==> src/rtl/digseg_scan.sv <==
// Multi-digit seven-segment scan controller with a small bus-mapped register file.
// Registers (addr[3:2]): 0 DATA nibbles, 1 CTRL {blink_en, enable}, 2 DP, 3 BLINK.
module digseg_scan #(
   parameter int unsigned NUM_DIGITS   = 4,
   parameter int unsigned SCAN_DIV     = 50000,
   parameter int unsigned BLINK_FRAMES = 64
) (
   input  logic                  clk,
   input  logic                  rst,
   input  logic [31:0]           bus_addr_i,
   input  logic [31:0]           bus_data_i,
   output logic [31:0]           bus_data_o,
   input  logic                  bus_select_i,
   input  logic                  bus_we_i,
   output logic                  bus_ack_o,
   output logic [7:0]            seg_o,
   output logic [NUM_DIGITS-1:0] an_o
);

   localparam int unsigned DATA_W = 4 * NUM_DIGITS;
   localparam int unsigned PRE_W  = (SCAN_DIV > 1) ? $clog2(SCAN_DIV) : 1;
   localparam int unsigned IDX_W  = (NUM_DIGITS > 1) ? $clog2(NUM_DIGITS) : 1;
   localparam int unsigned FRM_W  = (BLINK_FRAMES > 1) ? $clog2(BLINK_FRAMES) : 1;

   localparam logic [1:0] A_DATA  = 2'd0;
   localparam logic [1:0] A_CTRL  = 2'd1;
   localparam logic [1:0] A_DP    = 2'd2;
   localparam logic [1:0] A_BLINK = 2'd3;

   // register file
   logic [DATA_W-1:0]     data_q,  data_d;
   logic [1:0]            ctrl_q,  ctrl_d;
   logic [NUM_DIGITS-1:0] dp_q,    dp_d;
   logic [NUM_DIGITS-1:0] blink_q, blink_d;

   // bus side
   logic                  ack_q,   ack_d;
   logic [31:0]           rdata_q, rdata_d;

   // scan timing
   logic [PRE_W-1:0]      pre_q,   pre_d;
   logic [IDX_W-1:0]      idx_q,   idx_d;
   logic [FRM_W-1:0]      frm_q,   frm_d;
   logic                  phase_q, phase_d;

   // display outputs
   logic [7:0]            seg_q,   seg_d;
   logic [NUM_DIGITS-1:0] an_q,    an_d;

   logic                  access_c;
   logic                  pre_wrap_c;
   logic                  idx_wrap_c;
   logic                  frm_wrap_c;
   logic [31:0]           rd_val_c;
   logic [3:0]            nib_c;
   logic                  dp_bit_c;
   logic                  blink_bit_c;
   logic                  addr_unused_c;

   assign addr_unused_c = ^{bus_addr_i[31:4], bus_addr_i[1:0]};

   // Active-low hex decode, bit order {g,f,e,d,c,b,a}
   function automatic logic [6:0] hex7(input logic [3:0] v);
      logic [6:0] s;
      unique case (v)
         4'h0: s = 7'h40;
         4'h1: s = 7'h79;
         4'h2: s = 7'h24;
         4'h3: s = 7'h30;
         4'h4: s = 7'h19;
         4'h5: s = 7'h12;
         4'h6: s = 7'h02;
         4'h7: s = 7'h78;
         4'h8: s = 7'h00;
         4'h9: s = 7'h10;
         4'hA: s = 7'h08;
         4'hB: s = 7'h03;
         4'hC: s = 7'h46;
         4'hD: s = 7'h21;
         4'hE: s = 7'h06;
         4'hF: s = 7'h0E;
      endcase
      return s;
   endfunction

   // A new access starts only when the previous ack has dropped
   assign access_c   = bus_select_i & ~ack_q;
   assign pre_wrap_c = (pre_q == PRE_W'(SCAN_DIV - 1));
   assign idx_wrap_c = (idx_q == IDX_W'(NUM_DIGITS - 1));
   assign frm_wrap_c = (frm_q == FRM_W'(BLINK_FRAMES - 1));

   // Read mux; unimplemented bits read back as zero
   always_comb begin
      rd_val_c = '0;
      unique case (bus_addr_i[3:2])
         A_DATA:  rd_val_c = 32'(data_q);
         A_CTRL:  rd_val_c = 32'(ctrl_q);
         A_DP:    rd_val_c = 32'(dp_q);
         A_BLINK: rd_val_c = 32'(blink_q);
      endcase
   end

   // Select the nibble, dp and blink bit of the digit currently being scanned
   always_comb begin
      nib_c       = '0;
      dp_bit_c    = 1'b0;
      blink_bit_c = 1'b0;
      for (int k = 0; k < int'(NUM_DIGITS); k++) begin
         if (idx_q == IDX_W'(k)) begin
            nib_c       = data_q[4*k +: 4];
            dp_bit_c    = dp_q[k];
            blink_bit_c = blink_q[k];
         end
      end
   end

   // Next-state logic for bus, registers, counters and display
   always_comb begin
      data_d  = data_q;
      ctrl_d  = ctrl_q;
      dp_d    = dp_q;
      blink_d = blink_q;
      ack_d   = access_c;
      rdata_d = '0;
      pre_d   = pre_q;
      idx_d   = idx_q;
      frm_d   = frm_q;
      phase_d = phase_q;
      seg_d   = 8'hFF;
      an_d    = '1;

      if (access_c && bus_we_i) begin
         unique case (bus_addr_i[3:2])
            A_DATA:  data_d  = DATA_W'(bus_data_i);
            A_CTRL:  ctrl_d  = bus_data_i[1:0];
            A_DP:    dp_d    = NUM_DIGITS'(bus_data_i);
            A_BLINK: blink_d = NUM_DIGITS'(bus_data_i);
         endcase
      end
      if (access_c && !bus_we_i) begin
         rdata_d = rd_val_c;
      end

      // Prescaler -> digit index -> frame counter -> blink phase
      pre_d = pre_wrap_c ? '0 : pre_q + PRE_W'(1);
      if (pre_wrap_c) begin
         idx_d = idx_wrap_c ? '0 : idx_q + IDX_W'(1);
         if (idx_wrap_c) begin
            frm_d = frm_wrap_c ? '0 : frm_q + FRM_W'(1);
            if (frm_wrap_c) begin
               phase_d = ~phase_q;
            end
         end
      end

      // Counters keep running while disabled so the scan phase stays continuous
      if (ctrl_q[0]) begin
         for (int k = 0; k < int'(NUM_DIGITS); k++) begin
            if (idx_q == IDX_W'(k)) begin
               an_d[k] = 1'b0;
            end
         end
         if (!(ctrl_q[1] && blink_bit_c && phase_q)) begin
            seg_d = {~dp_bit_c, hex7(nib_c)};
         end
      end
   end

   // State registers
   always_ff @(posedge clk or negedge rst) begin
      if (!rst) begin
         data_q  <= '0;
         ctrl_q  <= 2'b01;
         dp_q    <= '0;
         blink_q <= '0;
         ack_q   <= 1'b0;
         rdata_q <= '0;
         pre_q   <= '0;
         idx_q   <= '0;
         frm_q   <= '0;
         phase_q <= 1'b0;
         seg_q   <= 8'hFF;
         an_q    <= '1;
      end else begin
         data_q  <= data_d;
         ctrl_q  <= ctrl_d;
         dp_q    <= dp_d;
         blink_q <= blink_d;
         ack_q   <= ack_d;
         rdata_q <= rdata_d;
         pre_q   <= pre_d;
         idx_q   <= idx_d;
         frm_q   <= frm_d;
         phase_q <= phase_d;
         seg_q   <= seg_d;
         an_q    <= an_d;
      end
   end

   assign bus_ack_o  = ack_q;
   assign bus_data_o = rdata_q;
   assign seg_o      = seg_q;
   assign an_o       = an_q;

endmodule
==> config.mk <==
export PLATFORM = sky130hd
export DESIGN_NAME = digseg_scan
export DESIGN_NICKNAME = d
export VERILOG_FILES = /design/src/rtl/digseg_scan.sv
export SDC_FILE = /design/constraint.sdc
export NUM_CORES = 1
export LEC_CHECK = 0
export BUFFER_PORTS_ARGS = -buffer_cell sky130_fd_sc_hd__buf_2
export CAP_MARGIN = 10
export CORE_MARGIN = 2
export CORE_UTILIZATION = 45
export CTS_CLUSTER_SIZE = 30
export DETAILED_ROUTE_END_ITERATION = 6
export PLACE_DENSITY = 0.71
export SETUP_SLACK_MARGIN = 0.2
export SLEW_MARGIN = 20
export SYNTH_ARGS = -nofsm -noshare
export SYNTH_HDL_FRONTEND = slang
export SYNTH_SLANG_ARGS = --single-unit
==> constraint.sdc <==
create_clock -name clk -period 2.8 [get_ports clk]
set_input_delay 0.56 -clock clk [delete_from_list [all_inputs] [get_ports clk]]
set_output_delay 0.56 -clock clk [all_outputs]
set_load 0.01 [all_outputs]
==> run_results.csv, run 1 <==
group,metric,value,unit
detailed_routing,drcViolationCount,0,
die,floorplan.die_area,9170,µm²
clock_tree,clock_sink_count,80,
clock_tree,cts_hold_buffers,0,
power_and_ir_drop,netSwitchingFraction,26.9,%
timing,setup-tns-final,0,ns
cells_and_area,layout.nets,467,
power_and_ir_drop,power.density,642,nW/µm²
clock_tree,ctsLongestPathBuffers,2,
synthesis,ys_types,45,
synthesis,syn_area,3790,µm²
synthesis,dominantRegCellSynth,"sky130_fd_sc_hd__dfrtp_1",
placement,preCtsSetupSlack,0.310,ns
grt,grt_remaining_overflow,0,
clock_tree,tritoncts,"yes",
outcome,run_status,"complete, no violations",
die,die_width,95.8,µm
synthesis,synth.yosys.seq_area_share,53.2,%
critical_path,worst-endpoint-required,3.06,ns
power_and_ir_drop,total_switching_power,0.000750,W
power_and_ir_drop,share_seq_of_total_power,50.7,%
grt,grt_max_degree,81,
timing,fin_crit,2.42,ns
synthesis,synth.yosys.warnings,0,
critical_path,cp_max_stage_delay,0.47,ns
timing,max_freq,413,MHz
cells_and_area,share_of_cells_above_drive_strength_1,32.0,%
timing,finalCritPeriodShare,86.5,%
timing,worst_setup_slack_after_layout,0.377,ns
synthesis,synth-async-reset-ratio,100,%
timing,final-max-slew-violation-count,0,
critical_path,critPathLaunchType,"register",
critical_path,worst-path-max-fanout,11,
timing,final-hold-violation-count,0,
detailed_routing,post_drt_via_cell_ratio,5.12,
detailed_routing,wl_per_cell,14.1,µm
power_and_ir_drop,share_comb_of_total_power,18.2,%
synthesis,synth_edf_count,0,
die,initial_core_utilization,46.4,%
detailed_routing,drt_first_pass_iters,4,
clock_tree,clock-root-buffer,"sky130_fd_sc_hd__clkbuf_8",
cells_and_area,flow.area_growth_from_synthesis,14.7,%
clock_tree,clk_slew_on_worst_s_h_paths,0.08,ns
timing,final_setup_violation_count,0,
placement,final_gp_congestion,0.896,
job,drv_cap,0,
power_and_ir_drop,clockPowerShare,31.1,%
placement,place_hpwl,5.05,mm
critical_path,crit_path_cell_trace,"inv_1 -> ha_1 -> a211oi_1 -> a221oi_1 -> inv_1 -> ha_1 -> mux2_2 -> mux2i_1 -> nand2_1",
detailed_routing,detail_route.wirelength,6.97,mm
clock_tree,cts_buffers,9,
power_and_ir_drop,internal_portion_of_total_power,0.00204,W
grt,global_route.usage.total,16.9,%
die,placementRows,33,
synthesis,ys_ff_latch,80,
cells_and_area,num-fill-cells,721,
clock_tree,cts-htree-levels,3,
die,num_io_pins,113,
grt,grt_pass1_vias,2482,
critical_path,rrSetupSlack,0.38,ns
cells_and_area,n_antenna_cell,0,
synthesis,avgSynthCellArea,11.6,µm²
grt,antenna_found_initial,0,
critical_path,worstSetupEndpointType,"register",
synthesis,syn_inst,327,
critical_path,worstSetupPathType,"reg2reg",
power_and_ir_drop,worst_ir_drop_vdd,0.221,mV
timing,worst_pin_slew,0.949,ns
grt,grt_pass1_wl,11.7,mm
detailed_routing,vias,2538,
timing,worst_slew_margin_rel,36.7,%
clock_tree,clk_latency,0.34,ns
timing,fin_skew,0.00972,ns
placement,port-buffer-count,50,
timing,rsz0062_at_grt,"no",
die,die_span_y,95.8,µm
detailed_routing,dr.first_iter.drc_count,107,
die,coreArea,8180,µm²
power_and_ir_drop,p_leak,2.04,nW
min_path,min_path_type,"in2async",
detailed_routing,antenna_left,0,
timing,hold_ws,0.346,ns
critical_path,worst_path_max_delay_cell,"sky130_fd_sc_hd__ha_1",
critical_path,critical_path_arrival,2.68,ns
-- flip-flops by register name, summed over array words and instances, names as in the netlist --
| name | flops |
|---|---|
| blink_q | 4 |
| data_q | 16 |
| frm_q | 6 |
| dp_q | 4 |
| ctrl_q | 2 |
| seg_o | 8 |
| an_o | 4 |
| bus_ack_o | 1 |
| bus_data_o | 16 |
| phase_q | 1 |
| pre_q | 16 |
| idx_q | 2 |
-- worst paths after layout --
path | start | cells past startpoint | endpoint
setup / recovery | idx_q[0] | 9 | seg_o[3]
hold / removal | rst | 1 | bus_data_o[13]
setup reg to reg | idx_q[0] | 9 | seg_o[3]
hold reg to reg | bus_ack_o | 1 | bus_ack_o
max in group asynchronous | rst | 1 | idx_q[0]
min in group clk | bus_data_i[12] | 2 | data_q[12]
-- synthesized netlist by cell type, drive strengths merged, types with 2 or more instances --
| master | number | area (µm²) |
|---|---|---|
| clkbuf | 5 | 18.8 |
| or4bb | 2 | 22.5 |
| mux4 | 2 | 45.0 |
| nor3 | 4 | 20.0 |
| mux2 | 31 | 349 |
| nand2b | 3 | 18.8 |
| o221ai | 2 | 17.5 |
| nand3b | 4 | 30.0 |
| and4 | 2 | 17.5 |
| dfstp | 13 | 342 |
| xnor2 | 7 | 61.3 |
| dfrtp | 67 | 1680 |
| a311oi | 2 | 41.3 |
| buf | 19 | 135 |
| nor2b | 7 | 43.8 |
| ha | 13 | 163 |
| a22oi | 3 | 22.5 |
| nor3b | 3 | 22.5 |
| a21oi | 7 | 35.0 |
| nand2 | 35 | 131 |
| inv | 10 | 37.5 |
| nand4 | 3 | 18.8 |
| nand3 | 7 | 35.0 |
| nor4 | 3 | 33.8 |
| o21ai | 9 | 45.0 |
| and2 | 14 | 87.6 |
| nor2 | 21 | 78.8 |
| mux2i | 3 | 30.0 |
| o211ai | 5 | 37.5 |
| xor2 | 9 | 78.8 |
-- logic make-up after synthesis --
| logic type | share of synthesized area, % |
|---|---|
| other | 0.0989 |
| buffers and inverters | 5.05 |
| XOR/XNOR | 3.70 |
| AND/OR/NAND/NOR | 15.7 |
| multiplexers | 11.2 |
| adder cells (fa/ha/maj) | 4.29 |
| AO/OA/AOI/OAI | 6.73 |
| flip-flops | 53.2 |
-- stage by stage --
step | instance area [µm²] | total power (W) | cells | utilization (%)
3_5_place_dp | 4130 | 0.00195 | 480 | 50.5
4_1_cts | 4340 | 0.00282 | 496 | 53.1
2_1_floorplan | 3850 | 0.00177 | 342 | -
5_1_grt | 4350 | 0.00295 | 496 | 53.2
6_report | 4350 | 0.00279 | 496 | 53.2
3_3_place_gp | 4130 | 0.00193 | 480 | 50.5
-- worst max-delay path, delay by kind of cell (launching register included) --
family / cells / cell delay [ns]
and+or+nand+nor: 1 / 0.08
muxes: 2 / 0.40
buffers and inverters: 2 / 0.29
DFF: 1 / 0.42
adders and majority gates: 2 / 0.69
AOI/OAI and AO/OA: 2 / 0.48
-- area by class of cell --
cell class              instances  area, µm²  share of cell area [%]
well taps                     105        131                    3.02
clock inverters                 4       52.6                    1.21
repair buffers                 57        305                    7.02
inverters                      10       37.5                   0.863
flip-flops and latches         80       2020                    46.4
clock buffers                  12        155                    3.57
multi-input cells             228       1650                    37.9
-- power by group through the flow --
stage	registers (W)	logic (W)	clock network (W)
2_1_floorplan	0.00144	0.000334	0
4_1_cts	0.00142	0.000512	0.000890
3_3_place_gp	0.00143	0.000498	0
3_5_place_dp	0.00144	0.000510	0
5_1_grt	0.00143	0.000567	0.000952
6_report	0.00142	0.000508	0.000866
-- layout by cell type (no fill, tap or decap), types with 7 or more instances in the layout --
cell type	count
sky130_fd_sc_hd__nor2_1	20
sky130_fd_sc_hd__dfrtp_1	67
sky130_fd_sc_hd__a21oi_1	7
sky130_fd_sc_hd__ha_1	12
sky130_fd_sc_hd__xor2_1	9
sky130_fd_sc_hd__clkbuf_8	11
sky130_fd_sc_hd__nand2_1	35
sky130_fd_sc_hd__dfstp_2	13
sky130_fd_sc_hd__and2_1	14
sky130_fd_sc_hd__xnor2_1	7
sky130_fd_sc_hd__inv_1	10
sky130_fd_sc_hd__mux2_2	31
sky130_fd_sc_hd__o21ai_0	9
sky130_fd_sc_hd__buf_4	8
sky130_fd_sc_hd__nand3_1	7
sky130_fd_sc_hd__conb_1	16
sky130_fd_sc_hd__nor2b_1	7
sky130_fd_sc_hd__buf_2	49
-- what timing repair did --
action / in CTS / in global routing
setup buffers: 0 / 0
setup endpoints to repair: 0 / 5
gates resized for setup: 0 / 3
-- metal layers --
layer | track usage (%) | up-vias | routed length (µm)
li1 | - | 1208 | -
met1 | 21.3 | 1249 | 3060
met2 | 27.6 | 62 | 3360
met3 | 3.37 | 19 | 356
met4 | 8.45 | 0 | 197
met5 | 0 | - | 0
Power figures use the tool's default switching activity.
==> run 2, diff against run 1 <==
==> constraint.sdc (replaced) <==
create_clock -name clk -period 2.8 [get_ports clk]
set_input_delay 0.28 -clock clk [delete_from_list [all_inputs] [get_ports clk]]
set_output_delay 0.28 -clock clk [all_outputs]
set_load 0.01 [all_outputs]
==> run 2 against run 1 <==
- core utilization decreased by 0.40 points
- via count shrank 0.67%
- die area unchanged
- largest power group unchanged
- highest routed layer unchanged
==> run_results.csv, run 2 (same netlist as run 1, synthesis figures left out) <==
group,metric,value,unit
die,initial_core_utilization,46.4,%
cells_and_area,num-fill-cells,714,
placement,final_gp_congestion,0.904,
timing,fin_crit,2.41,ns
grt,grt_pass1_wl,12.0,mm
detailed_routing,wl_per_cell,14.6,µm
cells_and_area,postLayoutCoreUtil,52.8,%
grt,grt_max_degree,81,
critical_path,critical_path_arrival,2.67,ns
min_path,min_path_type,"in2async",
power_and_ir_drop,p_leak,2.04,nW
detailed_routing,drcViolationCount,0,
clock_tree,ctsLongestPathBuffers,2,
grt,grt_pass1_vias,2587,
placement,port-buffer-count,50,
cells_and_area,n_antenna_cell,0,
clock_tree,clk_slew_on_worst_s_h_paths,0.08,ns
detailed_routing,post_drt_via_cell_ratio,5.09,
placement,post-place-cells,479,
critical_path,crit_path_cell_trace,"ha_1 -> a211oi_1 -> a221oi_1 -> inv_1 -> ha_1 -> mux2_2 -> mux2i_1 -> nand2_1",
grt,global_route.usage.total,17.1,%
clock_tree,clk_latency,0.34,ns
critical_path,critPathLaunchType,"register",
cells_and_area,instances_no_fill,495,
detailed_routing,detail_route.wirelength,7.21,mm
timing,finalCritPeriodShare,86.0,%
die,die_span_y,95.8,µm
timing,worst_pin_slew,0.963,ns
timing,final-hold-violation-count,0,
clock_tree,clock_sink_count,80,
critical_path,worst-path-buf-inv,1,
grt,antenna_found_initial,1,
detailed_routing,vias,2521,
critical_path,worst-endpoint-required,3.06,ns
critical_path,crit_family,"adder cells",
detailed_routing,antenna_left,0,
clock_tree,tritoncts,"yes",
clock_tree,cts_hold_buffers,0,
timing,worst_slew_margin_rel,35.8,%
die,die_width,95.8,µm
cells_and_area,layout.nets,466,
die,placementRows,33,
die,floorplan.die_area,9170,µm²
timing,fin_skew,0.00848,ns
placement,place_hpwl,5.05,mm
timing,rsz0062_at_grt,"no",
power_and_ir_drop,worst_ir_drop_vdd,0.228,mV
timing,final-max-slew-violation-count,0,
cells_and_area,flow.area_growth_from_synthesis,13.8,%
job,drv_cap,0,
critical_path,worst-path-max-fanout,18,
clock_tree,cts-htree-levels,3,
cells_and_area,share_of_cells_above_drive_strength_1,31.3,%
outcome,run_status,"complete, no violations",
cells_and_area,final_cell_area,4320,µm²
power_and_ir_drop,power.density,637,nW/µm²
die,coreArea,8180,µm²
cells_and_area,final_common_cell,"sky130_fd_sc_hd__dfrtp_1",
placement,placedInstanceArea,4120,µm²
critical_path,worstSetupEndpointType,"register",
critical_path,crit_path_frequent_cell,"sky130_fd_sc_hd__ha_1",
die,num_io_pins,113,
critical_path,cp_max_stage_delay,0.61,ns
grt,grt_remaining_overflow,0,
clock_tree,cts_buffers,9,
timing,setup-tns-final,0,ns
cells_and_area,layout_common_cells,"sky130_fd_sc_hd__dfrtp_1 (67), sky130_fd_sc_hd__buf_2 (49), sky130_fd_sc_hd__nand2_1 (35), sky130_fd_sc_hd__mux2_2 (31), sky130_fd_sc_hd__nor2_1 (20)",
detailed_routing,drt_first_pass_iters,4,
timing,final_setup_violation_count,0,
timing,max_freq,415,MHz
critical_path,worst_path_max_delay_cell,"sky130_fd_sc_hd__ha_1",
critical_path,worstSetupPathType,"reg2reg",
clock_tree,clock-root-buffer,"sky130_fd_sc_hd__clkbuf_8",
detailed_routing,dr.first_iter.drc_count,81,
## run 2: final timing paths
| kind | startpoint | slack, ns | end | cells past startpoint |
|---|---|---|---|---|
| worst max register to register | idx_q[0] | 0.39 | seg_o[3] | 8 |
| min in group clk | bus_data_i[6] | 0.16 | data_q[6] | 2 |
| worst min register to register | bus_ack_o | 0.44 | bus_ack_o | 1 |
| worst min-delay path | rst | 0.09 | bus_data_o[13] | 1 |
| max in group asynchronous | rst | 2.09 | ctrl_q[1] | 1 |
| worst max-delay path | idx_q[0] | 0.39 | seg_o[3] | 8 |
## run 2: what timing repair did
action                     CTS  global route
setup endpoints to repair    0             4
setup buffers                0             0
gates resized for setup      0             1
## run 2: where the power goes
part / switching, W / internal (W) / leakage, nW
sequential: 0.0000845 / 0.00133 / 1.01
clock: 0.000390 / 0.000433 / 0.100
combinational: 0.000263 / 0.000251 / 0.929
## run 2: routing by layer
metal  wire (µm)  track usage [%]  share of wire (%)  vias to the layer above
li1            -                -                  -                     1205
met4         115             6.90                1.6                        0
met2        3500             28.5                 49                       74
met5           0                0                  0                        -
met3         392             4.62                5.4                       10
met1        3200             21.0                 44                     1232
## run 2: layout make-up
cell class | instances | area, µm² | share of cell area (%)
sequential | 80 | 2020 | 46.8
multi-input combinational | 228 | 1640 | 38.0
timing repair buffer | 56 | 298 | 6.90
clock buffer | 12 | 145 | 3.36
tap | 105 | 131 | 3.04
clock inverter | 4 | 45.0 | 1.04
inverter | 10 | 37.5 | 0.870
## run 2: through the flow
step	hold slack (ns)	power [W]	worst slack (ns)
floorplan	-0.0156	0.00177	0.394
CTS	0.121	0.00278	0.351
global placement	0.432	0.00193	0.370
finish	0.0904	0.00275	0.391
global route	0.151	0.00291	0.218
detailed placement	0.435	0.00195	0.383
